## src/rtl/bootstrap_loader.sv

```systemverilog
// Copies a byte stream into microcode SRAM one write cycle per byte, then
// releases N_BOOTED so the SRAM contents can drive the control logic.
module bootstrap_loader #(
  parameter int LENGTH        = 64,
  parameter int STROBE_CYCLES = 1
) (
  input  logic        CLK,
  input  logic        N_RST,
  input  logic        IN_VALID,
  input  logic [7:0]  IN_DATA,
  output logic        IN_READY,
  output logic [11:0] BOOTSTRAP_ADDR,
  output logic [7:0]  BOOTSTRAP_DATA,
  output logic        BOOTSTRAP_N_WE,
  output logic        N_BOOTED
);

  typedef enum logic [2:0] {
    S_LOAD   = 3'd0,
    S_SETUP  = 3'd1,
    S_STROBE = 3'd2,
    S_HOLD   = 3'd3,
    S_DONE   = 3'd4
  } state_t;

  // Last byte is found by compare so LENGTH=4096 never wraps the address.
  localparam logic [11:0] LAST_ADDR   = 12'(LENGTH - 1);
  localparam logic [3:0]  STROBE_INIT = 4'(STROBE_CYCLES - 1);

  state_t      r_state;
  state_t      w_state_nxt;
  logic [3:0]  r_cnt;
  logic [11:0] r_addr;
  logic [7:0]  r_data;
  logic        r_n_we;
  logic        r_n_booted;
  logic        w_accept;
  logic        w_last;
  logic        w_n_we_nxt;
  logic        w_n_booted_nxt;

  assign IN_READY       = (r_state == S_LOAD) & N_RST;
  assign w_accept       = IN_READY & IN_VALID;
  assign w_last         = (r_addr == LAST_ADDR);
  assign BOOTSTRAP_ADDR = r_addr;
  assign BOOTSTRAP_DATA = r_data;
  assign BOOTSTRAP_N_WE = r_n_we;
  assign N_BOOTED       = r_n_booted;

  always_ff @(posedge CLK or negedge N_RST) begin
    if (!N_RST) begin
      r_state <= S_LOAD;
    end else begin
      r_state <= w_state_nxt;
    end
  end

  always_comb begin
    w_state_nxt = r_state;
    case (r_state)
      S_LOAD: begin
        if (w_accept) w_state_nxt = S_SETUP;
        else          w_state_nxt = S_LOAD;
      end
      S_SETUP:  w_state_nxt = S_STROBE;
      S_STROBE: begin
        if (r_cnt == 4'd0) w_state_nxt = S_HOLD;
        else               w_state_nxt = S_STROBE;
      end
      S_HOLD: begin
        if (w_last) w_state_nxt = S_DONE;
        else        w_state_nxt = S_LOAD;
      end
      S_DONE:  w_state_nxt = S_DONE;
      default: w_state_nxt = S_LOAD;
    endcase
  end

  // Strobe and boot flags are decoded from the next state and then registered.
  always_comb begin
    w_n_we_nxt     = 1'b1;
    w_n_booted_nxt = 1'b1;
    case (w_state_nxt)
      S_STROBE: begin
        w_n_we_nxt     = 1'b0;
        w_n_booted_nxt = 1'b1;
      end
      S_DONE: begin
        w_n_we_nxt     = 1'b1;
        w_n_booted_nxt = 1'b0;
      end
      default: begin
        w_n_we_nxt     = 1'b1;
        w_n_booted_nxt = 1'b1;
      end
    endcase
  end

  always_ff @(posedge CLK or negedge N_RST) begin
    if (!N_RST) begin
      r_cnt      <= 4'd0;
      r_addr     <= 12'd0;
      r_data     <= 8'd0;
      r_n_we     <= 1'b1;
      r_n_booted <= 1'b1;
    end else begin
      if (r_state == S_SETUP) begin
        r_cnt <= STROBE_INIT;
      end else if ((r_state == S_STROBE) && (r_cnt != 4'd0)) begin
        r_cnt <= r_cnt - 4'd1;
      end else begin
        r_cnt <= 4'd0;
      end
      if (w_accept) begin
        r_data <= IN_DATA;
      end
      // Address only advances on HOLD exit, so it is stable through the strobe.
      if ((r_state == S_HOLD) && !w_last) begin
        r_addr <= r_addr + 12'd1;
      end
      r_n_we     <= w_n_we_nxt;
      r_n_booted <= w_n_booted_nxt;
    end
  end

endmodule

```

## config.mk

```make
export PLATFORM = sky130hd
export DESIGN_NAME = bootstrap_loader
export DESIGN_NICKNAME = d
export VERILOG_FILES = /design/src/rtl/bootstrap_loader.sv
export SDC_FILE = /design/constraint.sdc
export NUM_CORES = 1
export LEC_CHECK = 0
export BUFFER_PORTS_ARGS = -buffer_cell sky130_fd_sc_hd__clkbuf_2
export CAP_MARGIN = 10
export CORE_MARGIN = 2
export CORE_UTILIZATION = 45
export DETAILED_ROUTE_END_ITERATION = 7
export GPL_TIMING_DRIVEN = 0
export HOLD_SLACK_MARGIN = 0.15
export PLACE_DENSITY_LB_ADDON = 0.12
export SLEW_MARGIN = 20
export SYNTH_ARGS = -nofsm -noshare
export SYNTH_HDL_FRONTEND = slang
export SYNTH_SLANG_ARGS = --single-unit
```

## constraint.sdc

```tcl
create_clock -name CLK -period 2.8 [get_ports CLK]
set_clock_uncertainty 0.15 [all_clocks]
set_input_delay 0.28 -clock CLK [delete_from_list [all_inputs] [get_ports CLK]]
set_output_delay 0.28 -clock CLK [all_outputs]
set_load 0.02 [all_outputs]
```

==> reports/qor.txt <==
Status: finished clean
Clock slew at reported path FFs: 0.09 ns
Synth unique cells: 29
Share of cells above drive strength 1: 35.7%
Logic pwr share: 35.5%
NumNets Final: 167
Hold path endpoint: r_state[0]$_DFF_PN0_
Yosys reg bits: 29
Core ar.: 2730 µm²
DRC: 0
Post-route ant nets: 0
DR pass1 iterations: 4
Unrepaired setup endpoints after global routing: no
Worst-Skew Late Latency: 0.32 ns
Num CTS Buffers: 5
Final Power: 1.41 mW
Lkg Pwr: 0.801 nW
Largest cells by area after synthesis: dfrtp_1 (53%), mux2_2 (7.1%), xnor2_1 (6.2%)
Period utilization: 84.0%
Post-synth top area share: 53.0%
Port Buffers: 33
Antenna violations before repair: 0
1st-iter DRT viols: 22
Largest net degree at the start of global routing: 31
Clk root buf: clkbuf_4
Final hold vios: 0
Via count: 937
CTS-repair resized insts: 0
Peak Freq: 425 MHz
Switch share: 37.3%
Clk pwr share: 18.2%
Cells after DPL: 168
Relative slew slack: 53.1%
Kind of critical path: reg -> reg
Global-route usage over all layers: 16.5%
Setup crit start kind: flip-flop
Non-filler cells, final: 185
Post-synth net total: 118
Post-CTS setup buffer count: 0
Max VDD drop: 0.796 mV
Clock tree buffer depth: 2
Synth Cell Area: 1270 µm²
Starting Density: 46.6%
Vias/cell: 5.06
YS warnings: 0
Chip height: 57.2 µm
Hold_ws: 0.257 ns
Hold_buf cts: 9
Drt total wl: 2350 µm
Post-Syn Instances: 104
Area Growth Syn to Fin: 27.7%
Crit. Startpoint: BOOTSTRAP_ADDR[8]$_DFFE_PN0P_
TritonCTS clock tree: done
Worst R2R Path Depth: 5
Worst hold path class: in -> reg
Antenna Cells: 0
Setup slack, reg-to-reg: 0.45 ns
WHS Path Cells: 3
CP Capture Type: flip-flop
HPWL Detailed: 1700 µm
Fin Setup TNS: 0 ns
CTS H-tree depth: 2
Avg WL per Cell: 12.7 µm
Max Cap Violations: 0
Area leader, netlist: dfrtp_1
Vias in the first global route: 908
Die X-Extent: 57.2 µm
Reg2reg end: BOOTSTRAP_ADDR[1]$_DFFE_PN0P_
Worst path arrival time: 2.42 ns
Final GP Congestion: 0.727
Critical Path RT: 2.86 ns
Max Slew Vio Count: 0
# IOs: 34
Power density cells: 863 nW/µm²
DIE AREA: 3280 µm²
Sequential power share: 46.3%
Syn Area/Cell: 12.3 µm²
Crit Path Max Fanout: 8
Tmin final: 2.35 ns
Worst hold path startpoint: IN_VALID
Global route overflow: 0
Cell-internal power: 0.881 mW
Worst-margin pin slew: 0.704 ns
First-pass GRT wire length: 3970 µm
R2R Path Start: BOOTSTRAP_ADDR[8]$_DFFE_PN0P_
Setup Viol. Count Final: 0
Row count: 19
CTS Sinks: 29
Register area share after synthesis: 57.1%
Psw: 0.524 mW
Final core utilization: 59.5%
[routing by layer]
metal	global-route usage [%]	routed length, µm
met1	18.6	1010
met2	27.6	1160
met3	7.03	139
met4	6.98	42
met5	0	0
[layout make-up]
cell class	instances	area (µm²)
Sequential cell	29	728
Fill cell	237	1110
Inverter	6	22.5
Buffer	1	11.3
Clock buffer	8	58.8
Multi-Input combinational cell	68	513
Tap cell	31	38.8
Timing Repair Buffer	42	255
[worst max path at each step]
| stage | to |
|---|---|
| 2_1_floorplan | BOOTSTRAP_ADDR[1]$_DFFE_PN0P_ |
| 3_3_place_gp | BOOTSTRAP_ADDR[1]$_DFFE_PN0P_ |
| 3_5_place_dp | BOOTSTRAP_ADDR[1]$_DFFE_PN0P_ |
| 4_1_cts | BOOTSTRAP_ADDR[1]$_DFFE_PN0P_ |
| 5_1_grt | IN_READY |
| 6_report | BOOTSTRAP_ADDR[1]$_DFFE_PN0P_ |
[kinds of logic after synthesis]
group / synth area share [%]
simple gates: 17.2
flops: 57.1
xor+xnor: 7.56
mux: 8.24
compound gates: 4.32
buf+inv: 2.65
fa+ha+maj: 2.94
[Yosys cell counts, drive strengths merged]
master	instances
o21ai	1
dfrtp	27
nand4	4
xnor2	9
dfstp	2
nor2b	1
xor2	2
nand2b	2
a21oi	2
nand2	6
or4	2
nor4	1
buf	1
a21o	1
nand3	5
nor3	3
o211ai	1
nor2	9
o41ai	1
ha	3
nand4b	1
nand3b	2
o21a	1
inv	6
and3	1
mux2	9
a41oi	1
[power by group through the flow]
| stage | clock network (mW) | registers [mW] | logic (mW) |
|---|---|---|---|
| after global routing | 0.287 | 0.665 | 0.546 |
| after detailed placement | 0 | 0.656 | 0.496 |
| after CTS | 0.267 | 0.649 | 0.507 |
| final | 0.256 | 0.651 | 0.498 |
| after global placement | 0 | 0.644 | 0.483 |
| after floorplan | 0 | 0.764 | 0.213 |
[sequential cells by signal, summed over array words and instances, names as in the netlist]
name            flops
r_cnt               4
BOOTSTRAP_N_WE      1
N_BOOTED            1
BOOTSTRAP_DATA      8
r_state             3
BOOTSTRAP_ADDR     12
[per-stage QoR]
stage / worst slack (ns) / area, µm²
after CTS: 0.443 / 1630
final: 0.448 / 1630
after detailed placement: 0.460 / 1480
after global placement: 0.481 / 1480
after global routing: 0.387 / 1630
after floorplan: 0.436 / 1270
[placed cells by master (no fill, tap or decap), drive strengths merged, types with 2 or more instances in the layout]
cell / n
a21oi: 2
clkbuf: 41
dfrtp: 27
dfstp: 2
dlygate4sd3: 9
ha: 3
inv: 6
mux2: 9
nand2: 6
nand2b: 2
nand3: 5
nand3b: 2
nand4: 4
nor2: 9
nor3: 3
or4: 2
xnor2: 9
xor2: 2
[worst max-delay path: stages (launching register included)]
cell and delay [ns]:
dfrtp_1 0.44, or4_4 0.56, or4_4 0.52, buf_6 0.15
nor2b_4 0.13, mux2_4 0.29
(Power assumes the default switching activity.)
